$ cat config.mk
export PLATFORM = sky130hd
export DESIGN_NAME = mtr_drv
export DESIGN_NICKNAME = d
export VERILOG_FILES = /design/src/rtl/mtr_drv.sv
export SDC_FILE = /design/constraint.sdc
export NUM_CORES = 1
export LEC_CHECK = 0
export BUFFER_PORTS_ARGS = -buffer_cell sky130_fd_sc_hd__buf_2
export CAP_MARGIN = 20
export CORE_MARGIN = 2
export CORE_UTILIZATION = 63
export DETAILED_ROUTE_END_ITERATION = 8
export PLACE_DENSITY = 0.88
export REMOVE_ABC_BUFFERS = 1
export SYNTH_ARGS = -nofsm -noshare
export SYNTH_HDL_FRONTEND = slang
export SYNTH_SLANG_ARGS = --single-unit
$ cat constraint.sdc
create_clock -name clk -period 5.35 [get_ports clk]
set_input_delay 0.2675 -clock clk [delete_from_list [all_inputs] [get_ports clk]]
set_output_delay 0.2675 -clock clk [all_outputs]
set_load 0.01 [all_outputs]
$ cat src/rtl/mtr_drv.sv
// rtl/mtr_drv.sv - dual H-bridge PWM driver: double-buffered duty, deadtime insertion.
// Optional per-period duty slew limiting when MTR_DRV_SLEW_EN is defined.
module mtr_drv #(
  parameter int DEADTIME  = 32,
  parameter int SLEW_STEP = 64
) (
  input  logic               clk,
  input  logic               rst_n,
  input  logic signed [11:0] lft_spd,
  input  logic signed [11:0] rght_spd,
  output logic               lft_hi,
  output logic               lft_lo,
  output logic               rght_hi,
  output logic               rght_lo,
  output logic               prd_strb
);

  localparam logic [5:0] DT = 6'(DEADTIME);
`ifdef MTR_DRV_SLEW_EN
  localparam logic [10:0] STEP = 11'(SLEW_STEP);
`endif

  if (DEADTIME < 1 || DEADTIME > 63 || SLEW_STEP < 1 || SLEW_STEP > 1023) begin : g_bad_param
    $error("mtr_drv: DEADTIME or SLEW_STEP out of range");
  end

  logic [10:0]      cnt_q, cnt_d;
  logic             strb_q, strb_d;
  logic [1:0][11:0] spd;
  logic [1:0][10:0] tgt;
  logic [1:0][10:0] duty_q, duty_d;
  logic [1:0][5:0]  dt_q, dt_d;
  logic [1:0]       pwm_q, pwm_d;
  logic [1:0]       hi_q, hi_d;
  logic [1:0]       lo_q, lo_d;

  assign spd = {rght_spd, lft_spd};

  // Offset-binary duty: -1024 -> 000, 0 -> 400, +1023 -> 7FF.
  function automatic logic [10:0] duty_tgt(input logic [11:0] s);
    logic signed [11:0] v;
    v = $signed(s);
    if (v > 12'sd1023) begin
      v = 12'sd1023;
    end else if (v < -12'sd1024) begin
      v = -12'sd1024;
    end
    return 11'h400 + v[10:0];
  endfunction

  always_comb begin
    cnt_d  = cnt_q + 11'd1;
    strb_d = (cnt_q == 11'h7FE);
    for (int i = 0; i < 2; i++) begin
      tgt[i]    = duty_tgt(spd[i]);
      duty_d[i] = duty_q[i];
      if (cnt_q == 11'h7FF) begin
`ifdef MTR_DRV_SLEW_EN
        if (tgt[i] > duty_q[i]) begin
          duty_d[i] = ((tgt[i] - duty_q[i]) > STEP) ? duty_q[i] + STEP : tgt[i];
        end else begin
          duty_d[i] = ((duty_q[i] - tgt[i]) > STEP) ? duty_q[i] - STEP : tgt[i];
        end
`else
        duty_d[i] = tgt[i];
`endif
      end
      pwm_d[i] = (cnt_q < duty_q[i]);
      // Any raw edge drops both gates on the same clock and restarts the stability count.
      if (pwm_d[i] != pwm_q[i]) begin
        dt_d[i] = '0;
      end else if (dt_q[i] == DT) begin
        dt_d[i] = dt_q[i];
      end else begin
        dt_d[i] = dt_q[i] + 6'd1;
      end
      hi_d[i] = (dt_d[i] == DT) &  pwm_q[i];
      lo_d[i] = (dt_d[i] == DT) & ~pwm_q[i];
    end
  end

  always_ff @(posedge clk or negedge rst_n) begin
    if (!rst_n) begin
      cnt_q  <= '0;
      strb_q <= 1'b0;
      duty_q <= {2{11'h400}};
      dt_q   <= '0;
      pwm_q  <= '0;
      hi_q   <= '0;
      lo_q   <= '0;
    end else begin
      cnt_q  <= cnt_d;
      strb_q <= strb_d;
      duty_q <= duty_d;
      dt_q   <= dt_d;
      pwm_q  <= pwm_d;
      hi_q   <= hi_d;
      lo_q   <= lo_d;
    end
  end

  assign lft_hi   = hi_q[0];
  assign lft_lo   = lo_q[0];
  assign rght_hi  = hi_q[1];
  assign rght_lo  = lo_q[1];
  assign prd_strb = strb_q;

endmodule
==> impl_table.tex, run 1 <==
\begin{tabular}{lr}
\hline
Metric & Value \\
\hline
\multicolumn{2}{l}{\textbf{Status}} \\
\quad Outcome & finished, final reports clean \\
\multicolumn{2}{l}{\textbf{Worst setup path}} \\
\quad Ordered list of cells on the worst path & ha\_1 -> inv\_1 -> nor2\_2 -> nand4\_2 -> mux2\_2 \\
\quad Kind of end point of the critical path & flip-flop \\
\quad Maximum single-stage delay on the critical path & 680 ps \\
\quad Element type at the critical path start & flip-flop \\
\quad Required time at the worst-slack endpoint & 5540 ps \\
\quad Arrival time at the worst endpoint & 2490 ps \\
\quad Classification of the worst setup path & reg2reg \\
\quad Delay-heaviest family, CP & simple AND/OR/NAND/NOR gates \\
\quad Largest fanout on the critical path & 43 \\
\quad Master of the slowest instance on the critical path & sky130\_fd\_sc\_hd\_\_nand4\_2 \\
\quad Crit path buf inv count & 1 \\
\multicolumn{2}{l}{\textbf{Clock network}} \\
\quad Clock tree from TritonCTS & yes \\
\quad Inserted Clock Buffers & 5 \\
\quad Number of clock sinks seen by CTS & 52 \\
\quad Clock transition time at the flip-flop clock pins of the worst setup and hold paths & 80 ps \\
\quad Clock root buffer master & sky130\_fd\_sc\_hd\_\_clkbuf\_8 \\
\quad H-Tree Depth & 2 \\
\quad Clk\_lat worst skew & 300 ps \\
\quad Worst-case clock buffer depth & 2 \\
\quad CTS hold repair buffers & 0 \\
\quad Post-CTS Setup Bufs & 0 \\
\quad Cells resized by post-CTS repair & 0 \\
\multicolumn{2}{l}{\textbf{Floorplan}} \\
\quad Starting density of the core & 66.4\% \\
\quad Height of the chip & 72.4 um \\
\quad I/O pin count & 31 \\
\quad Die W & 72.4 um \\
\quad Die area & 5240 um2 \\
\quad Floorplan core area & 4440 um2 \\
\quad Number of standard-cell rows in the floorplan & 24 \\
\multicolumn{2}{l}{\textbf{Routing}} \\
\quad Number of DRC markers in iteration 0 & 105 \\
\quad Vias per cell & 5.52 \\
\quad Via count of the routed design & 2,165 \\
\quad Wire length per cell after detailed routing & 12.7 um \\
\quad Post-Route WL & 4970 um \\
\quad Antenna violation net count after detailed routing & 0 \\
\quad Number of design rule violations left after detail routing & 0 \\
\quad Initial DRT Pass Iterations & 4 \\
\multicolumn{2}{l}{\textbf{Power}} \\
\quad Fraction of power spent switching nets & 20.6\% \\
\quad Largest voltage drop on the vdd net & 0.146 mV \\
\quad Power density cells & 203 nW/um2 \\
\quad Total net switching power & 135 uW \\
\quad Clk pwr share & 35.3\% \\
\quad Leak Pwr & 0.00176 uW \\
\quad Internal cell power & 520 uW \\
\quad Seq pwr share & 60.0\% \\
\quad Combinational share of power & 4.6\% \\
\multicolumn{2}{l}{\textbf{Yosys}} \\
\quad Post-synthesis cell type count & 47 \\
\quad Number of synthesis warnings & 0 \\
\quad Cell count after synthesis & 309 \\
\quad Average instance area after synthesis & 9.54 um2 \\
\quad Sequential fraction of the synthesis area & 44.2\% \\
\quad Fraction of registers with async set or reset after synthesis & 100\% \\
\quad Leading post-synthesis cells by cell area & sky130\_fd\_sc\_hd\_\_dfrtp\_1, sky130\_fd\_sc\_hd\_\_ha\_1, sky130\_fd\_sc\_hd\_\_o21ai\_0 \\
\quad Library cell occupying the most area in the post-synthesis netlist & sky130\_fd\_sc\_hd\_\_dfrtp\_1 \\
\quad Top-area cell type share of the netlist area & 42.4\% \\
\quad Post-synth EDFFs & 0 \\
\quad Post-synth design cell area & 2950 um2 \\
\quad Synthesis-stage register bit count & 52 \\
\quad Primary FF master, synth & sky130\_fd\_sc\_hd\_\_dfrtp\_1 \\
\multicolumn{2}{l}{\textbf{Placed design}} \\
\quad Final HPWL DP & 3780 um \\
\quad Count of input and output buffers & 30 \\
\quad Global placement routability congestion & 0.846 \\
\multicolumn{2}{l}{\textbf{GRT}} \\
\quad First-pass GRT wire length & 8870 um \\
\quad Gr ovfl total & 0 \\
\quad Number of antenna violations at the first check in global routing & 0 \\
\quad Maximum number of pins on one net before global-route repair & 53 \\
\quad Via count of the first global-routing pass & 2,087 \\
\quad Aggregate global-route resource usage & 21.6\% \\
\multicolumn{2}{l}{\textbf{STA}} \\
\quad Final Slew Violations & 0 \\
\quad Maximum frequency from static timing analysis & 0.434 GHz \\
\quad Setup repair after global routing missed its margin & no \\
\quad Endpoints failing hold & 0 \\
\quad Worst Clk Skew & 7.76 ps \\
\quad Post-route minimum period & 2300 ps \\
\quad Worst Tran Pin Value & 832 ps \\
\quad Total of endpoints with negative setup slack in the final report & 0 \\
\quad Worst slew margin relative to its limit & 44.4\% \\
\quad Final worst path period share & 43.0\% \\
\quad Final-layout setup total negative slack & 0 ps \\
\multicolumn{2}{l}{\textbf{Finish}} \\
\quad Post-layout nets & 392 \\
\quad \# fillers & 338 \\
\quad Fraction of final layout cells with drive strength greater than 1 & 15.3\% \\
\quad Number of diodes added for antenna fixing & 0 \\
\quad Final core occ & 72.8\% \\
\quad Register area & 1300 um2 \\
\quad Multi-input combinational cell area & 1500 um2 \\
\quad Layout Area Growth over Synthesis & 9.72\% \\
\multicolumn{2}{l}{\textbf{Job}} \\
\quad Number of max-cap violations & 0 \\
\multicolumn{2}{l}{\textbf{Worst hold path}} \\
\quad Type of the most critical hold path & in2async \\
\hline
\end{tabular}
==> sequential cells by signal, indices dropped and copies added, names as in the netlist <==
register  count
lo_q          2
prd_strb      1
duty_q       22
pwm_q         2
hi_q          2
dt_q         12
cnt_q        11
==> area by class of cell <==
class                           count  area share [%]
Clock buffer                        7            2.98
Inverter                           29            3.36
Multi-Input combinational cell    221            46.5
Sequential cell                    52            40.3
Tap cell                           52            2.01
Timing Repair Buffer               31            4.87
==> power by group through the flow <==
stage          logic, uW  registers (uW)  clock network [uW]
2_1_floorplan       9.70             401                   0
3_3_place_gp        29.6             401                   0
3_5_place_dp        30.9             401                   0
4_1_cts             31.0             394                 239
5_1_grt             35.7             394                 253
6_report            30.3             394                 232
==> metrics by stage <==
step / area, um2 / total power, uW / cells / setup WS (ps) / hold WS [ps]
floorplan: 2920 / 411 / 302 / 3380 / -28.1
global placement: 3140 / 431 / 385 / 3090 / 410
detailed placement: 3140 / 432 / 385 / 3020 / 414
CTS: 3240 / 663 / 392 / 3010 / 80.3
global route: 3240 / 682 / 392 / 2740 / 118
finish: 3240 / 656 / 392 / 3050 / 61.8
==> logic make-up after synthesis <==
logic type,Yosys count,synth area share [%]
AND/OR/NAND/NOR,104,19.1
AO/OA/AOI/OAI,69,14.1
flip-flops,52,44.2
buffers and inverters,36,4.79
adder cells (fa/ha/maj),27,11.4
XOR/XNOR,19,5.64
multiplexers,2,0.764
==> final timing paths <==
path / start / end / slack, ps / cells past startpoint
setup / recovery: cnt_q[1]$_DFF_PN0_ / duty_q[2]$_DFFE_PN0N_ / 3050 / 5
max in group asynchronous: rst_n / dt_q[3]$_DFF_PN0_ / 4870 / 2
hold reg to reg: duty_q[10]$_DFFE_PN1N_ / duty_q[10]$_DFFE_PN1N_ / 480 / 2
min in group clk: lft_spd[11] / duty_q[10]$_DFFE_PN1N_ / 160 / 2
hold / removal: rst_n / duty_q[5]$_DFFE_PN0N_ / 60 / 2
setup reg to reg: cnt_q[1]$_DFF_PN0_ / duty_q[2]$_DFFE_PN0N_ / 3050 / 5
==> synth_stat cells, types with 3 or more instances <==
master	count
sky130_fd_sc_hd__a21oi_1	9
sky130_fd_sc_hd__o21a_1	3
sky130_fd_sc_hd__nor2b_1	3
sky130_fd_sc_hd__dfrtp_1	50
sky130_fd_sc_hd__o21ai_0	43
sky130_fd_sc_hd__nor3_1	7
sky130_fd_sc_hd__a31oi_1	3
sky130_fd_sc_hd__nor2_1	7
sky130_fd_sc_hd__ha_1	26
sky130_fd_sc_hd__clkbuf_1	4
sky130_fd_sc_hd__and3_1	11
sky130_fd_sc_hd__xnor2_1	13
sky130_fd_sc_hd__xor2_1	6
sky130_fd_sc_hd__inv_1	29
sky130_fd_sc_hd__nand2b_1	5
sky130_fd_sc_hd__nand4_1	4
sky130_fd_sc_hd__nand2_1	39
sky130_fd_sc_hd__nand3_1	12
==> worst reg2reg max path: stages, from the launching register on <==
cell and delay, ps:
sky130_fd_sc_hd__dfrtp_1 460, sky130_fd_sc_hd__ha_1 240, sky130_fd_sc_hd__inv_1 60, sky130_fd_sc_hd__nor2_2 210
sky130_fd_sc_hd__nand4_2 680, sky130_fd_sc_hd__mux2_2 550
==> layer usage <==
layer | GRT usage, % | part of all wire, % | wire [um] | vias to the layer above
met2 | 37.7 | 48 | 2400 | 29
li1 | - | - | - | 1127
met4 | 7.00 | 1.4 | 68 | 0
met5 | 0 | 0 | 0 | -
met1 | 26.2 | 47 | 2340 | 1001
met3 | 5.69 | 3.3 | 165 | 8
==> cells in the final DEF, fill, tap and decap left out, drive strengths merged, types with 2 or more instances in the layout <==
master  Yosys  final
and3       12     12
ha         26     26
dfstp       2      2
nand3      13     13
nor3b       2      2
nand4       5      5
mux2        2      2
o21a        3      3
xor2        6      6
o21ai      44     44
nor2b       3      3
a31oi       3      3
a21o        2      2
nor3        7      7
xnor2      13     13
buf         3     31
o31ai       2      2
nand2b      5      5
inv        29     29
dfrtp      50     50
nor2        8      8
nor4        2      2
a21oi       9      9
clkbuf      4      7
nand2      39     39
Power figures use the tool's default switching activity.
==> run 2, diff against run 1 <==
- CORE_UTILIZATION: 63 -> 59
- PLACE_DENSITY: 0.88 -> 0.83
- clock period: 5.35 -> 2.3 ns (I/O delays scaled with it)
==> run 2 against run 1 <==
Clock skew shrank 3.0 ps. Fmax grew 14%. Worst setup slack lost 2800 ps. Utilization shrank 4.6 points. Register-to-register slack lost 2800 ps. Total power grew 120%. Clock power grew 110%. Sequential cell count is the same. Critical path type unchanged. Critical endpoint is now dt_q[4]$_DFF_PN0_.
==> impl_table.tex, run 2 (same netlist as run 1, synthesis figures left out) <==
\begin{tabular}{lr}
\hline
Metric & Value \\
\hline
\multicolumn{2}{l}{\textbf{Placed design}} \\
\quad Global placement routability congestion & 0.887 (+4.8\%) \\
\quad Final HPWL DP & 3670 um (-2.9\%) \\
\quad Number of placed instances, taps included & 401 (+4.2\%) \\
\quad Count of input and output buffers & 30 (unchanged) \\
\quad Worst setup timing slack at the placement stage & 322 ps (-2700 ps) \\
\multicolumn{2}{l}{\textbf{Finish}} \\
\quad Post-layout nets & 394 (+0.51\%) \\
\quad Flip-flop count of the largest register, all copies and words added & 22 (unchanged) \\
\quad Register area & 1300 um2 (unchanged) \\
\quad Multi-input combinational cell area & 1500 um2 (unchanged) \\
\quad Register containing the most flip-flops in the final layout & duty\_q \\
\quad \# fillers & 375 (+11\%) \\
\quad Number of diodes added for antenna fixing & 0 (unchanged) \\
\quad Commonest non-fill, non-tap cell in the layout & sky130\_fd\_sc\_hd\_\_dfrtp\_1 \\
\quad Largest registers & duty\_q (22), dt\_q (12), cnt\_q (11) \\
\quad Finished Layout Cells & 409 (+4.3\%) \\
\quad Layout Area Growth over Synthesis & 10.7\% \\
\quad Fraction of final layout cells with drive strength greater than 1 & 15.2\% (-0.089 points) \\
\quad Commonest cells after routing, fill and taps aside & sky130\_fd\_sc\_hd\_\_dfrtp\_1, sky130\_fd\_sc\_hd\_\_o21ai\_0, sky130\_fd\_sc\_hd\_\_nand2\_1 \\
\multicolumn{2}{l}{\textbf{Clock network}} \\
\quad Clock transition time at the flip-flop clock pins of the worst setup and hold paths & 80 ps (about the same) \\
\quad H-Tree Depth & 2 (unchanged) \\
\quad Inserted Clock Buffers & 5 (unchanged) \\
\quad Post-CTS Setup Bufs & 0 (unchanged) \\
\quad Clk\_lat worst skew & 300 ps (about the same) \\
\quad Number of clock sinks seen by CTS & 52 (unchanged) \\
\quad Clock root buffer master & sky130\_fd\_sc\_hd\_\_clkbuf\_8 \\
\quad Worst-case clock buffer depth & 2 (unchanged) \\
\quad Clock tree from TritonCTS & yes \\
\multicolumn{2}{l}{\textbf{Routing}} \\
\quad Antenna violation net count after detailed routing & 0 (unchanged) \\
\quad Number of design rule violations left after detail routing & 0 (unchanged) \\
\quad Vias per cell & 5.24 (-5.1\%) \\
\quad Wire length per cell after detailed routing & 11.8 um (-7.3\%) \\
\quad Initial DRT Pass Iterations & 4 (unchanged) \\
\quad Via count of the routed design & 2,144 (-0.97\%) \\
\quad Post-Route WL & 4810 um (-3.3\%) \\
\quad Number of DRC markers in iteration 0 & 149 (+42\%) \\
\multicolumn{2}{l}{\textbf{STA}} \\
\quad Final-layout setup total negative slack & 0 ps (unchanged) \\
\quad Minimum hold slack & 24.4 ps (-37.4 ps) \\
\quad Setup WS post-layout & 278 ps (-2770 ps) \\
\quad Maximum frequency from static timing analysis & 0.495 GHz (+14\%) \\
\quad Final worst path period share & 87.9\% (+45 points) \\
\quad Setup repair after global routing missed its margin & no \\
\quad Endpoints failing hold & 0 (unchanged) \\
\quad Worst slew margin relative to its limit & 58.3\% (+14 points) \\
\quad Final Slew Violations & 0 (unchanged) \\
\quad Post-route minimum period & 2020 ps (-280 ps) \\
\quad Worst Clk Skew & 4.75 ps (-3.01 ps) \\
\quad Worst Tran Pin Value & 625 ps (-207 ps) \\
\quad Total of endpoints with negative setup slack in the final report & 0 (unchanged) \\
\multicolumn{2}{l}{\textbf{Floorplan}} \\
\quad Die area & 5580 um2 (+6.4\%) \\
\quad I/O pin count & 31 (unchanged) \\
\quad Die W & 74.7 um (+3.1\%) \\
\quad Floorplan core area & 4790 um2 (+7.7\%) \\
\quad Number of standard-cell rows in the floorplan & 25 (+4.2\%) \\
\quad Starting density of the core & 61.6\% (-4.7 points) \\
\quad Height of the chip & 74.7 um (+3.1\%) \\
\multicolumn{2}{l}{\textbf{GRT}} \\
\quad Maximum number of pins on one net before global-route repair & 53 (unchanged) \\
\quad Via count of the first global-routing pass & 1,996 (-4.4\%) \\
\quad Number of antenna violations at the first check in global routing & 0 (unchanged) \\
\quad Gr ovfl total & 0 (unchanged) \\
\quad Aggregate global-route resource usage & 20.3\% (-1.3 points) \\
\quad First-pass GRT wire length & 8690 um (-2.0\%) \\
\multicolumn{2}{l}{\textbf{Worst setup path}} \\
\quad Setup slack of the most critical reg-to-reg path & 280 ps (-2770 ps) \\
\quad Kind of end point of the critical path & flip-flop \\
\quad Required time at the worst-slack endpoint & 2490 ps (-3050 ps) \\
\quad Largest fanout on the critical path & 7 (-84\%) \\
\quad Arrival time at the worst endpoint & 2210 ps (-280 ps) \\
\quad Classification of the worst setup path & reg2reg \\
\quad Element type at the critical path start & flip-flop \\
\multicolumn{2}{l}{\textbf{Power}} \\
\quad Power density cells & 448 nW/um2 (+120\%) \\
\quad Leak Pwr & 0.00177 uW (+0.32\%) \\
\quad Final total power & 1460 uW (+120\%) \\
\quad Largest voltage drop on the vdd net & 0.383 mV (+160\%) \\
\multicolumn{2}{l}{\textbf{Job}} \\
\quad Number of max-cap violations & 0 (unchanged) \\
\multicolumn{2}{l}{\textbf{Worst hold path}} \\
\quad Type of the most critical hold path & in2reg \\
\multicolumn{2}{l}{\textbf{Status}} \\
\quad Outcome & finished, final reports clean \\
\hline
\end{tabular}
==> run 2: cell count changes in the layout (fill, tap and decap cells not counted), sizes merged <==
cell,previous run,this run
buf,31,32
clkbuf,7,6
clkinv,0,1
dlygate4sd3,0,1
==> run 2: worst paths after layout <==
path / startpoint / endpoint / depth (start not counted)
max in group asynchronous: rst_n / duty_q[18]$_DFFE_PN0N_ / 3
min: lft_spd[11] / duty_q[10]$_DFFE_PN1N_ / 2
max: cnt_q[2]$_DFF_PN0_ / dt_q[4]$_DFF_PN0_ / 6
min in group asynchronous: rst_n / cnt_q[8]$_DFF_PN0_ / 3
min reg2reg: pwm_q[0]$_DFF_PN0_ / lo_q[0]$_DFF_PN0_ / 1
max reg2reg: cnt_q[2]$_DFF_PN0_ / dt_q[4]$_DFF_PN0_ / 6
==> run 2: critical path: stages (launching register included) <==
cell and delay (ps):
sky130_fd_sc_hd__dfrtp_1 460, sky130_fd_sc_hd__ha_1 350, sky130_fd_sc_hd__a21o_1 160, sky130_fd_sc_hd__a31oi_1 190, sky130_fd_sc_hd__o41ai_2 140, sky130_fd_sc_hd__or3_1 420
sky130_fd_sc_hd__and3b_1 200
==> run 2: metal layers <==
metal  vias to the layer above  track usage [%]  wire (um)
met1                       981             27.1       2320
li1                       1132                -          -
met4                         0             6.35         44
met2                        26             34.4       2310
met5                         -                0          0
met3                         5             3.21        128
==> run 2: repair_timing <==
action / in CTS / in global routing
hold buffers: 1 / 0
setup endpoints to repair: 0 / 0
endpoints found under the hold margin: 50 / 0
gates resized for setup: 0 / 0
==> run 2: final cells by class <==
class / count / share of cell area [%]
Sequential cell: 52 / 39.9
Timing Repair Buffer: 33 / 5.75
Inverter: 29 / 3.33
Multi-Input combinational cell: 221 / 46.1
Clock inverter: 1 / 0.153
Clock buffer: 6 / 2.22
Tap cell: 67 / 2.57
==> run 2: metrics by stage <==
step / area, um2 / util, %
after floorplan: 2920 / -
after global placement: 3180 / 66.4
after detailed placement: 3180 / 66.4
after CTS: 3270 / 68.2
after global routing: 3270 / 68.2
final: 3270 / 68.2
==> run 2: power by group <==
group          leakage [uW]  total (uW)  internal (uW)  switching, uW
Combinational       0.00116        69.9           28.9           41.0
Clock             0.0000410         477            207            270
Sequential         0.000572         915            915          0.621
Total               0.00177        1460           1150            311
==> run 3, diff against run 2 <==
- CORE_UTILIZATION: 59 -> 53
- PLACE_DENSITY: 0.83 -> 0.79
- clock period: 2.3 -> 1.7 ns (I/O delays scaled with it)
==> run 3 against run 2 <==
Sequential cell count stayed put. Clock-buffer cell count is 1 lower. The flow now finishes with violations (setup timing). Largest cell class unchanged. Critical endpoint is now dt_q[3]$_DFF_PN0_. Total power is 72% higher. Highest routed layer unchanged.
==> impl_table.tex, run 3 (same netlist as run 1, synthesis figures left out) <==
\begin{tabular}{lr}
\hline
Metric & Value \\
\hline
\multicolumn{2}{l}{\textbf{Floorplan}} \\
\quad Floorplan core area & 5440 um2 (+14\%) \\
\quad Height of the chip & 78.6 um (+5.2\%) \\
\quad Number of standard-cell rows in the floorplan & 27 (+8.0\%) \\
\quad Die W & 78.6 um (+5.2\%) \\
\quad Die area & 6180 um2 (+11\%) \\
\quad I/O pin count & 31 (unchanged) \\
\quad Starting density of the core & 54.2\% (-7.4 points) \\
\multicolumn{2}{l}{\textbf{Placed design}} \\
\quad Global placement routability congestion & 0.832 (-6.3\%) \\
\quad Final HPWL DP & 4280 um (+17\%) \\
\quad Count of input and output buffers & 30 (unchanged) \\
\multicolumn{2}{l}{\textbf{Worst setup path}} \\
\quad Arrival time at the worst endpoint & 2120 ps (-90 ps) \\
\quad Master of the slowest instance on the critical path & sky130\_fd\_sc\_hd\_\_or3\_4 \\
\quad Ordered list of cells on the worst path & inv\_1 -> ha\_4 -> a21o\_1 -> a31oi\_4 -> o41ai\_4 -> or3\_4 -> and3\_4 \\
\quad Kind of end point of the critical path & flip-flop \\
\quad Required time at the worst-slack endpoint & 1920 ps (-570 ps) \\
\quad Element type at the critical path start & flip-flop \\
\quad Delay-heaviest family, CP & simple AND/OR/NAND/NOR gates \\
\quad Largest fanout on the critical path & 6 (-1) \\
\quad Classification of the worst setup path & reg2reg \\
\quad Maximum single-stage delay on the critical path & 410 ps (-50 ps) \\
\quad Crit path buf inv count & 1 (+1) \\
\multicolumn{2}{l}{\textbf{Power}} \\
\quad Power density cells & 613 nW/um2 (+37\%) \\
\quad Leak Pwr & 0.00211 uW (+19\%) \\
\quad Largest voltage drop on the vdd net & 0.816 mV (+110\%) \\
\multicolumn{2}{l}{\textbf{STA}} \\
\quad Setup repair after global routing missed its margin & yes \\
\quad Final worst path period share & 112\% (+24 points) \\
\quad Total of endpoints with negative setup slack in the final report & 28 (+28) \\
\quad Minimum hold slack & 38.7 ps (+14.3 ps) \\
\quad Worst Clk Skew & 7.83 ps (+3.08 ps) \\
\quad Final Slew Violations & 0 (unchanged) \\
\quad Maximum frequency from static timing analysis & 0.526 GHz (+6.3\%) \\
\quad Worst slew margin relative to its limit & 62.5\% (+4.2 points) \\
\quad Final-layout setup total negative slack & -2970 ps (-2970 ps) \\
\quad Endpoints failing hold & 0 (unchanged) \\
\quad Worst Tran Pin Value & 561 ps (-63.9 ps) \\
\quad Setup WS post-layout & -201 ps (-479 ps) \\
\quad Post-route minimum period & 1900 ps (-121 ps) \\
\multicolumn{2}{l}{\textbf{Finish}} \\
\quad Fraction of final layout cells with drive strength greater than 1 & 38.9\% (+24 points) \\
\quad Layout Area Growth over Synthesis & 39.2\% \\
\quad Register containing the most flip-flops in the final layout & duty\_q \\
\quad Number of diodes added for antenna fixing & 0 (unchanged) \\
\quad Commonest non-fill, non-tap cell in the layout & sky130\_fd\_sc\_hd\_\_dfrtp\_1 \\
\quad Post-layout nets & 439 (+11\%) \\
\quad Largest registers & duty\_q (22), dt\_q (12), cnt\_q (11) \\
\quad Flip-flop count of the largest register, all copies and words added & 22 (unchanged) \\
\quad Commonest cells after routing, fill and taps aside & sky130\_fd\_sc\_hd\_\_dfrtp\_1, sky130\_fd\_sc\_hd\_\_buf\_4, sky130\_fd\_sc\_hd\_\_buf\_2 \\
\multicolumn{2}{l}{\textbf{Routing}} \\
\quad Wire length per cell after detailed routing & 16.0 um (+36\%) \\
\quad Number of design rule violations left after detail routing & 0 (unchanged) \\
\quad Via count of the routed design & 2,564 (+20\%) \\
\quad Post-Route WL & 7360 um (+53\%) \\
\quad Initial DRT Pass Iterations & 5 (+1) \\
\quad Number of DRC markers in iteration 0 & 133 (-11\%) \\
\quad Vias per cell & 5.57 (+6.3\%) \\
\quad Antenna violation net count after detailed routing & 0 (unchanged) \\
\multicolumn{2}{l}{\textbf{Clock network}} \\
\quad Clock tree from TritonCTS & yes \\
\quad Number of clock sinks seen by CTS & 52 (unchanged) \\
\quad Clock root buffer master & sky130\_fd\_sc\_hd\_\_clkbuf\_8 \\
\quad Worst-case clock buffer depth & 2 (unchanged) \\
\quad H-Tree Depth & 2 (unchanged) \\
\quad Clk\_lat worst skew & 320 ps (+20 ps) \\
\quad Clock transition time at the flip-flop clock pins of the worst setup and hold paths & 100 ps (+20 ps) \\
\quad Inserted Clock Buffers & 5 (unchanged) \\
\multicolumn{2}{l}{\textbf{Worst hold path}} \\
\quad Type of the most critical hold path & in2reg \\
\multicolumn{2}{l}{\textbf{GRT}} \\
\quad Via count of the first global-routing pass & 2,457 (+23\%) \\
\quad Number of antenna violations at the first check in global routing & 0 (unchanged) \\
\quad First-pass GRT wire length & 11,000 um (+27\%) \\
\quad Maximum number of pins on one net before global-route repair & 53 (unchanged) \\
\quad Aggregate global-route resource usage & 22.6\% (+2.2 points) \\
\quad Gr ovfl total & 0 (unchanged) \\
\multicolumn{2}{l}{\textbf{Job}} \\
\quad Number of max-cap violations & 0 (unchanged) \\
\multicolumn{2}{l}{\textbf{Status}} \\
\quad Outcome & finished with violations \\
\quad Violated checks & setup timing \\
\hline
\end{tabular}
run 3: cell types whose count changed in the layout (fill, tap and decap cells not counted), sizes merged:
cell and delta:
buf +42, bufinv +3, clkbuf +1, clkinv -1
dlygate4sd3 +1
run 3: where the power goes:
group / leakage, uW / total (uW) / internal (uW) / switching [uW]
logic: 0.00146 / 116 / 46.3 / 70.2
clock network: 0.0000784 / 1160 / 736 / 426
registers: 0.000572 / 1240 / 1240 / 1.05
total: 0.00211 / 2520 / 2020 / 497
run 3: worst reg2reg max path: stages (launching register included):
cell                      delay (ps)
sky130_fd_sc_hd__dfrtp_1         390
sky130_fd_sc_hd__inv_1           100
sky130_fd_sc_hd__ha_4            220
sky130_fd_sc_hd__a21o_1          180
sky130_fd_sc_hd__a31oi_4         180
sky130_fd_sc_hd__o41ai_4         120
sky130_fd_sc_hd__or3_4           410
sky130_fd_sc_hd__and3_4          190
run 3: worst paths after layout:
kind	start	end	slack [ps]	depth (start not counted)
setup / recovery	duty_q[2]$_DFFE_PN0N_	dt_q[3]$_DFF_PN0_	-200	7
hold / removal	rght_spd[11]	duty_q[21]$_DFFE_PN1N_	40	2
setup reg to reg	duty_q[2]$_DFFE_PN0N_	dt_q[3]$_DFF_PN0_	-200	7
hold reg to reg	duty_q[8]$_DFFE_PN0N_	duty_q[8]$_DFFE_PN0N_	490	2
max in group asynchronous	rst_n	duty_q[10]$_DFFE_PN1N_	1130	3
min in group asynchronous	rst_n	duty_q[11]$_DFFE_PN0N_	270	3
run 3: metal layers:
| layer | GRT usage, % | vias to the layer above | routed length [um] |
|---|---|---|---|
| met2 | 40.7 | 78 | 3860 |
| li1 | - | 1225 | - |
| met4 | 6.84 | 0 | 304 |
| met3 | 3.91 | 30 | 285 |
| met5 | 0 | - | 0 |
| met1 | 27.4 | 1231 | 2910 |
run 3: layout make-up:
class / count / area (um2)
clock buffer: 5 / 68.8
clock inverter: 3 / 90.1
fill: 316 / 1340
inverter: 29 / 109
multi-input combinational: 221 / 1840
sequential: 52 / 1300
tap: 72 / 90.1
timing repair buffer: 78 / 599
run 3: metrics by stage:
step	power [uW]	utilization [%]	setup slack, ps	std cells	cell area [um2]
3_3_place_gp	1360	62.5	-216	435	3400
4_1_cts	2500	69.5	-186	447	3780
6_report	2520	75.5	-201	460	4100
2_1_floorplan	1290	-	-274	302	2920
5_1_grt	2590	75.5	-260	460	4100
3_5_place_dp	1360	62.5	-274	435	3400
run 3: what timing repair did:
action                                 CTS  global route
hold buffers                             2             0
setup endpoints to repair               20            36
gates resized for setup                 31            64
cloned                                   0             4
pin swaps                               22            25
buffers inserted                         3             9
endpoints found under the hold margin   51             0
